<file path="src/rtl/hub75_row_scanner_pkg.sv">
// hub75_pkg: shared state encoding and width helpers for the HUB75 row scanner.
`default_nettype none

package hub75_pkg;

  typedef enum logic [1:0] {
    IDLE  = 2'd0,
    SHIFT = 2'd1,
    BLANK = 2'd2,
    LATCH = 2'd3
  } state_e;

  localparam int PIXELS_PER_ROW_DEF = 64;
  localparam int COL_W = $clog2(PIXELS_PER_ROW_DEF);

  // Counter width that stays at least one bit for terminal counts of 1.
  function automatic int cnt_width(input int n);
    return (n > 1) ? $clog2(n) : 1;
  endfunction

endpackage

`default_nettype wire

</file>
<file path="src/rtl/hub75_row_scanner_edge.sv">
// rising_edge_detect: one-cycle pulse on each rising edge of the divided clock.
`default_nettype none

module rising_edge_detect (
  input  logic clk_in,
  input  logic reset,
  input  logic sig_i,
  output logic rise_o
);

  logic tick_q;

  always_ff @(posedge clk_in or negedge reset) begin
    if (!reset) tick_q <= 1'b0;
    else        tick_q <= sig_i;
  end

  assign rise_o = sig_i & ~tick_q;

endmodule

`default_nettype wire

</file>
<file path="src/rtl/hub75_row_scanner.sv">
// hub75_row_scanner: sequences column shift, blanking, latch and row advance
// for one HUB75 panel row per pass, paced by the divided pixel-rate tick.
`default_nettype none

module hub75_row_scanner
  import hub75_pkg::*;
#(
  parameter int PIXELS_PER_ROW = 64,
  parameter int ROW_ADDR_WIDTH = 5,
  parameter int BLANK_TICKS    = 4
) (
  input  logic                              clk_in,
  input  logic                              reset,
  input  logic                              tick_src,
  input  logic                              enable,
  output logic [$clog2(PIXELS_PER_ROW)-1:0] pixel_col,
  output logic [ROW_ADDR_WIDTH-1:0]         row_addr,
  output logic                              pixel_clk,
  output logic                              latch,
  output logic                              oe_n,
  output logic                              row_done
);

  localparam int CW = $clog2(PIXELS_PER_ROW);
  localparam int BW = cnt_width(BLANK_TICKS);
  localparam logic [CW-1:0] COL_LAST   = CW'(PIXELS_PER_ROW - 1);
  localparam logic [BW-1:0] BLANK_LAST = BW'(BLANK_TICKS - 1);

  logic tick;

  rising_edge_detect u_edge (
    .clk_in (clk_in),
    .reset  (reset),
    .sig_i  (tick_src),
    .rise_o (tick)
  );

  state_e                    state_q, state_d;
  logic [CW-1:0]             col_q, col_d;
  logic [ROW_ADDR_WIDTH-1:0] row_q, row_d;
  logic [BW-1:0]             blank_q, blank_d;
  logic                      pclk_q, pclk_d;
  logic                      latch_q, latch_d;
  logic                      oe_n_q, oe_n_d;
  logic                      shown_q, shown_d;
  logic                      done_q, done_d;

  always_ff @(posedge clk_in or negedge reset) begin
    if (!reset) begin
      state_q <= IDLE;
      col_q   <= '0;
      row_q   <= '0;
      blank_q <= '0;
      pclk_q  <= 1'b0;
      latch_q <= 1'b0;
      oe_n_q  <= 1'b1;
      shown_q <= 1'b0;
      done_q  <= 1'b0;
    end else begin
      state_q <= state_d;
      col_q   <= col_d;
      row_q   <= row_d;
      blank_q <= blank_d;
      pclk_q  <= pclk_d;
      latch_q <= latch_d;
      oe_n_q  <= oe_n_d;
      shown_q <= shown_d;
      done_q  <= done_d;
    end
  end

  always_comb begin
    state_d = state_q;
    col_d   = col_q;
    row_d   = row_q;
    blank_d = blank_q;
    pclk_d  = pclk_q;
    latch_d = latch_q;
    oe_n_d  = oe_n_q;
    shown_d = shown_q;
    done_d  = 1'b0;
    if (tick) begin
      case (state_q)
        IDLE: begin
          oe_n_d = 1'b1;
          pclk_d = 1'b0;
          if (enable) begin
            state_d = SHIFT;
            col_d   = '0;
          end
        end
        SHIFT: begin
          pclk_d = ~pclk_q;
          // The falling edge after the last column's rise ends the shift phase.
          if (pclk_q) begin
            if (col_q == COL_LAST) begin
              state_d = BLANK;
              oe_n_d  = 1'b1;
              blank_d = '0;
            end else begin
              col_d = col_q + 1'b1;
            end
          end
        end
        BLANK: begin
          if (blank_q == BLANK_LAST) begin
            state_d = LATCH;
            latch_d = 1'b1;
            blank_d = '0;
          end else begin
            blank_d = blank_q + 1'b1;
          end
        end
        LATCH: begin
          latch_d = 1'b0;
          row_d   = row_q + 1'b1;
          done_d  = 1'b1;
          col_d   = '0;
          if (enable) begin
            state_d = SHIFT;
            oe_n_d  = 1'b0;
            shown_d = 1'b1;
          end else begin
            state_d = IDLE;
            oe_n_d  = 1'b1;
            shown_d = 1'b0;
          end
        end
        default: state_d = IDLE;
      endcase
    end
  end

  assign pixel_col = col_q;
  assign row_addr  = row_q;
  assign pixel_clk = pclk_q;
  assign latch     = latch_q;
  assign oe_n      = oe_n_q;
  assign row_done  = done_q;

endmodule

`default_nettype wire

</file>
<file path="config.mk">
export PLATFORM = sky130hd
export DESIGN_NAME = hub75_row_scanner
export DESIGN_NICKNAME = d
export VERILOG_FILES = /design/src/rtl/hub75_row_scanner_pkg.sv /design/src/rtl/hub75_row_scanner_edge.sv /design/src/rtl/hub75_row_scanner.sv
export SDC_FILE = /design/constraint.sdc
export NUM_CORES = 1
export LEC_CHECK = 0
export CELL_PAD_IN_SITES_DETAIL_PLACEMENT = 1
export CELL_PAD_IN_SITES_GLOBAL_PLACEMENT = 1
export CORE_ASPECT_RATIO = 0.75
export CORE_MARGIN = 5
export CORE_UTILIZATION = 41
export CTS_CLUSTER_DIAMETER = 40
export DETAILED_ROUTE_END_ITERATION = 6
export PLACE_DENSITY_LB_ADDON = 0.1
export SKIP_LAST_GASP = 1
export SLEW_MARGIN = 20
export SYNTH_ARGS = -nofsm -noshare
export SYNTH_HDL_FRONTEND = slang
export SYNTH_HIERARCHICAL = 1
export SYNTH_SLANG_ARGS = --single-unit
</file>
<file path="constraint.sdc">
create_clock -name clk_in -period 1.9 [get_ports clk_in]
set_clock_uncertainty 0.05 [all_clocks]
set_input_delay 0.475 -clock clk_in [delete_from_list [all_inputs] [get_ports clk_in]]
set_output_delay 0.475 -clock clk_in [all_outputs]
set_load 0.05 [all_outputs]
</file>
==> metrics.csv <==
metric,value,unit
status,finished clean,
"Cell Count, Final, Fillers Out",177,
Longest Clk Path Bufs,2,
final worst slack,0.114,ns
CTS sink count,20,
first-pass GRT wire length,4920,um
Top Ports,19,
"Slowest-stage cell, CP",dfrtp_1,
most numerous cell in the Yosys netlist,dfrtp_1,
"Req. time, crit path",2.03,ns
"Remaining Overflow, GRT",0,
Async SR Flop Fraction,100,%
Syn Nets,123,
gr usage total,15.4,%
Layout Nets,152,
Setup crit start kind,flop,
final hold viol count,0,
Yosys reg bits,20,
Area contributors post-synth,"dfrtp_1, ha_1, nand2_1",
synth unique cells,37,
Worst Path Max Fanout,10,
max incr delay on CP,0.43,ns
Initial Utilization,42.0,%
chip height,57.0,um
Worst EP arrival,1.91,ns
I/O Buffers,18,
drt pass-1 iters,3,
r2r worst-path depth,7,
cell count after placement,173,
area fraction of the dominant cell type after synthesis,39.5,%
vias per inst,5.21,
Hold Path Origin,row_addr[4]$_DFFE_PN0P_,
Post-DRT Antenna Nets,0,
Root Buffer,clkbuf_8,
worst min path class,flop to flop,
Post-synth EDFFs,0,
leakage power,0.695,nW
Tcrit/Tclk final,94.0,%
Post-Syn Instances,111,
Hold Crit Depth,1,
vias in the first global route,1022,
Post-DP Area,1490,um^2
Post-CTS Setup Inserts,0,
Setup crit end kind,flop,
Area Overhead vs Synth,30.3,%
RSZ-0062 raised after global routing,no,
# fillers,335,
DRC Markers,0,
worst r2r src,state_q[0]$_DFFE_PN0P_,
clk slew on worst S/H paths,0.08,ns
yosys warns,6,
Final Cell Area,1570,um^2
Core Box Area,2870,um^2
Final Power,2.53,mW
power density over cell area,1610,nW/um^2
max-slew violation total from the final report,0,
synth cell count leaders,"dfrtp_1, nand2_1, a21oi_1, ha_1",
Post-DP HPWL,2180,um
initial antenna violation count,0,
ratio of cells with drive above 1 in the final layout,36.7,%
clock buffer count from CTS,3,
sequential share of the synthesized area,41.6,%
Max Cap Violations,0,
TritonCTS clock tree,done,
WL final,2860,um
final setup violation count,0,
htree depth,1,
Placer Congestion,0.821,
routed vias,923,
Synth Cell Area,1200,um^2
clock latency at the later pin of the worst-skew pair,0.26,ns
Post-synth top flop,dfrtp_1,
Initial DRC Count,27,
final hold slack,0.437,ns
Yosys top cell by area,dfrtp_1,
Peak Freq,560,MHz
Die ar.,4130,um^2
Slew headroom,78.9,%
pre-CTS setup slack,-0.176,ns
crit-path cells,"inv_1, ha_1, nor2b_4, nor4b_4, buf_4, a41oi_1, a21oi_1",
routed length per instance,16.2,um
Max IR drop VDD,0.645,mV
chip width,72.6,um
critical path type,flop to flop,
Syn Area/Cell,10.9,um^2
"Gates resized, CTS repair",0,
Tightest Pin Transition,0.316,ns
Core Rows,17,
Hold Buf Count CTS,0,
maximum number of pins on one net before global-route repair,21,
Setup crit start,state_q[0]$_DFFE_PN0P_,
Tmin final,1.79,ns
n_diodes,0,
## through the flow
stage / setup TNS (ns) / utilization, %
2_1_floorplan: 0 / -
3_3_place_gp: -0.312 / 52.0
3_5_place_dp: -0.902 / 52.0
4_1_cts: 0 / 54.5
5_1_grt: 0 / 54.7
6_report: 0 / 54.7
## state kept, by name, summed over array words and instances (netlist names)
register and count:
blank_q 2, latch 1, oe_n 1, pixel_clk 1, pixel_col 6, row_addr 5
row_done 1, state_q 2, u_edge/tick_q 1
## metal layers
| metal | up-vias | global-route usage, % | wire (um) |
|---|---|---|---|
| met5 | - | 0 | 0 |
| met3 | 2 | 4.40 | 98 |
| met2 | 12 | 24.3 | 1350 |
| met1 | 460 | 21.4 | 1400 |
| met4 | 0 | 2.37 | 12 |
| li1 | 449 | - | - |
## cell type report
cell class	instances	area (um^2)	area share, %
inverter	8	30.0	1.91
sequential	20	504	32.1
clock inverter	1	30.0	1.91
timing repair buffer	28	280	17.8
clock buffer	3	41.3	2.63
tap	38	47.5	3.03
multi-input combinational	79	637	40.6
## critical path, delay by kind of cell (launching register included)
| family | cells | cell delay [ns] |
|---|---|---|
| flops | 1 | 0.43 |
| fa+ha+maj | 1 | 0.21 |
| buf+inv | 2 | 0.33 |
| compound gates | 2 | 0.29 |
| simple gates | 2 | 0.38 |
## layout by cell type, fill, tap and decap left out, types with 5 or more instances in the layout
| cell | count |
|---|---|
| buf_4 | 20 |
| dfrtp_1 | 17 |
| nand2_1 | 12 |
| a21oi_1 | 8 |
| inv_1 | 7 |
| nand3_1 | 7 |
| ha_1 | 7 |
| buf_12 | 5 |
## final timing paths
kind                                                  to  slack, ns
min in group asynchronous       pixel_col[2]$_DFFE_PN0P_       0.51
worst max register to register  pixel_col[5]$_DFFE_PN0P_       0.11
worst max-delay path            pixel_col[5]$_DFFE_PN0P_       0.11
worst min-delay path             row_addr[4]$_DFFE_PN0P_       0.44
max in group asynchronous               oe_n$_DFFE_PN1P_       1.01
worst min register to register   row_addr[4]$_DFFE_PN0P_       0.44
## power by group
part | switching, mW | total, mW | internal [mW] | leakage, nW
Sequential | 0.176 | 0.748 | 0.572 | 0.248
Combinational | 0.806 | 1.36 | 0.553 | 0.411
Clock | 0.145 | 0.426 | 0.281 | 0.0357
Total | 1.13 | 2.53 | 1.41 | 0.695
## cell families (layout without fill, tap and decap cells)
kind of cell / count (synthesis) / count (layout) / share of synthesized area (%)
and+or+nand+nor: 40 / 40 / 21.3
xor gates and xnor gates: 4 / 4 / 2.91
adders and majority gates: 8 / 8 / 8.31
muxes: 3 / 3 / 3.43
DFF: 20 / 20 / 41.6
AOI/OAI and AO/OA: 24 / 24 / 16.5
buffers and inverters: 12 / 40 / 5.92
No activity file was read; power rests on OpenSTA's default activity.
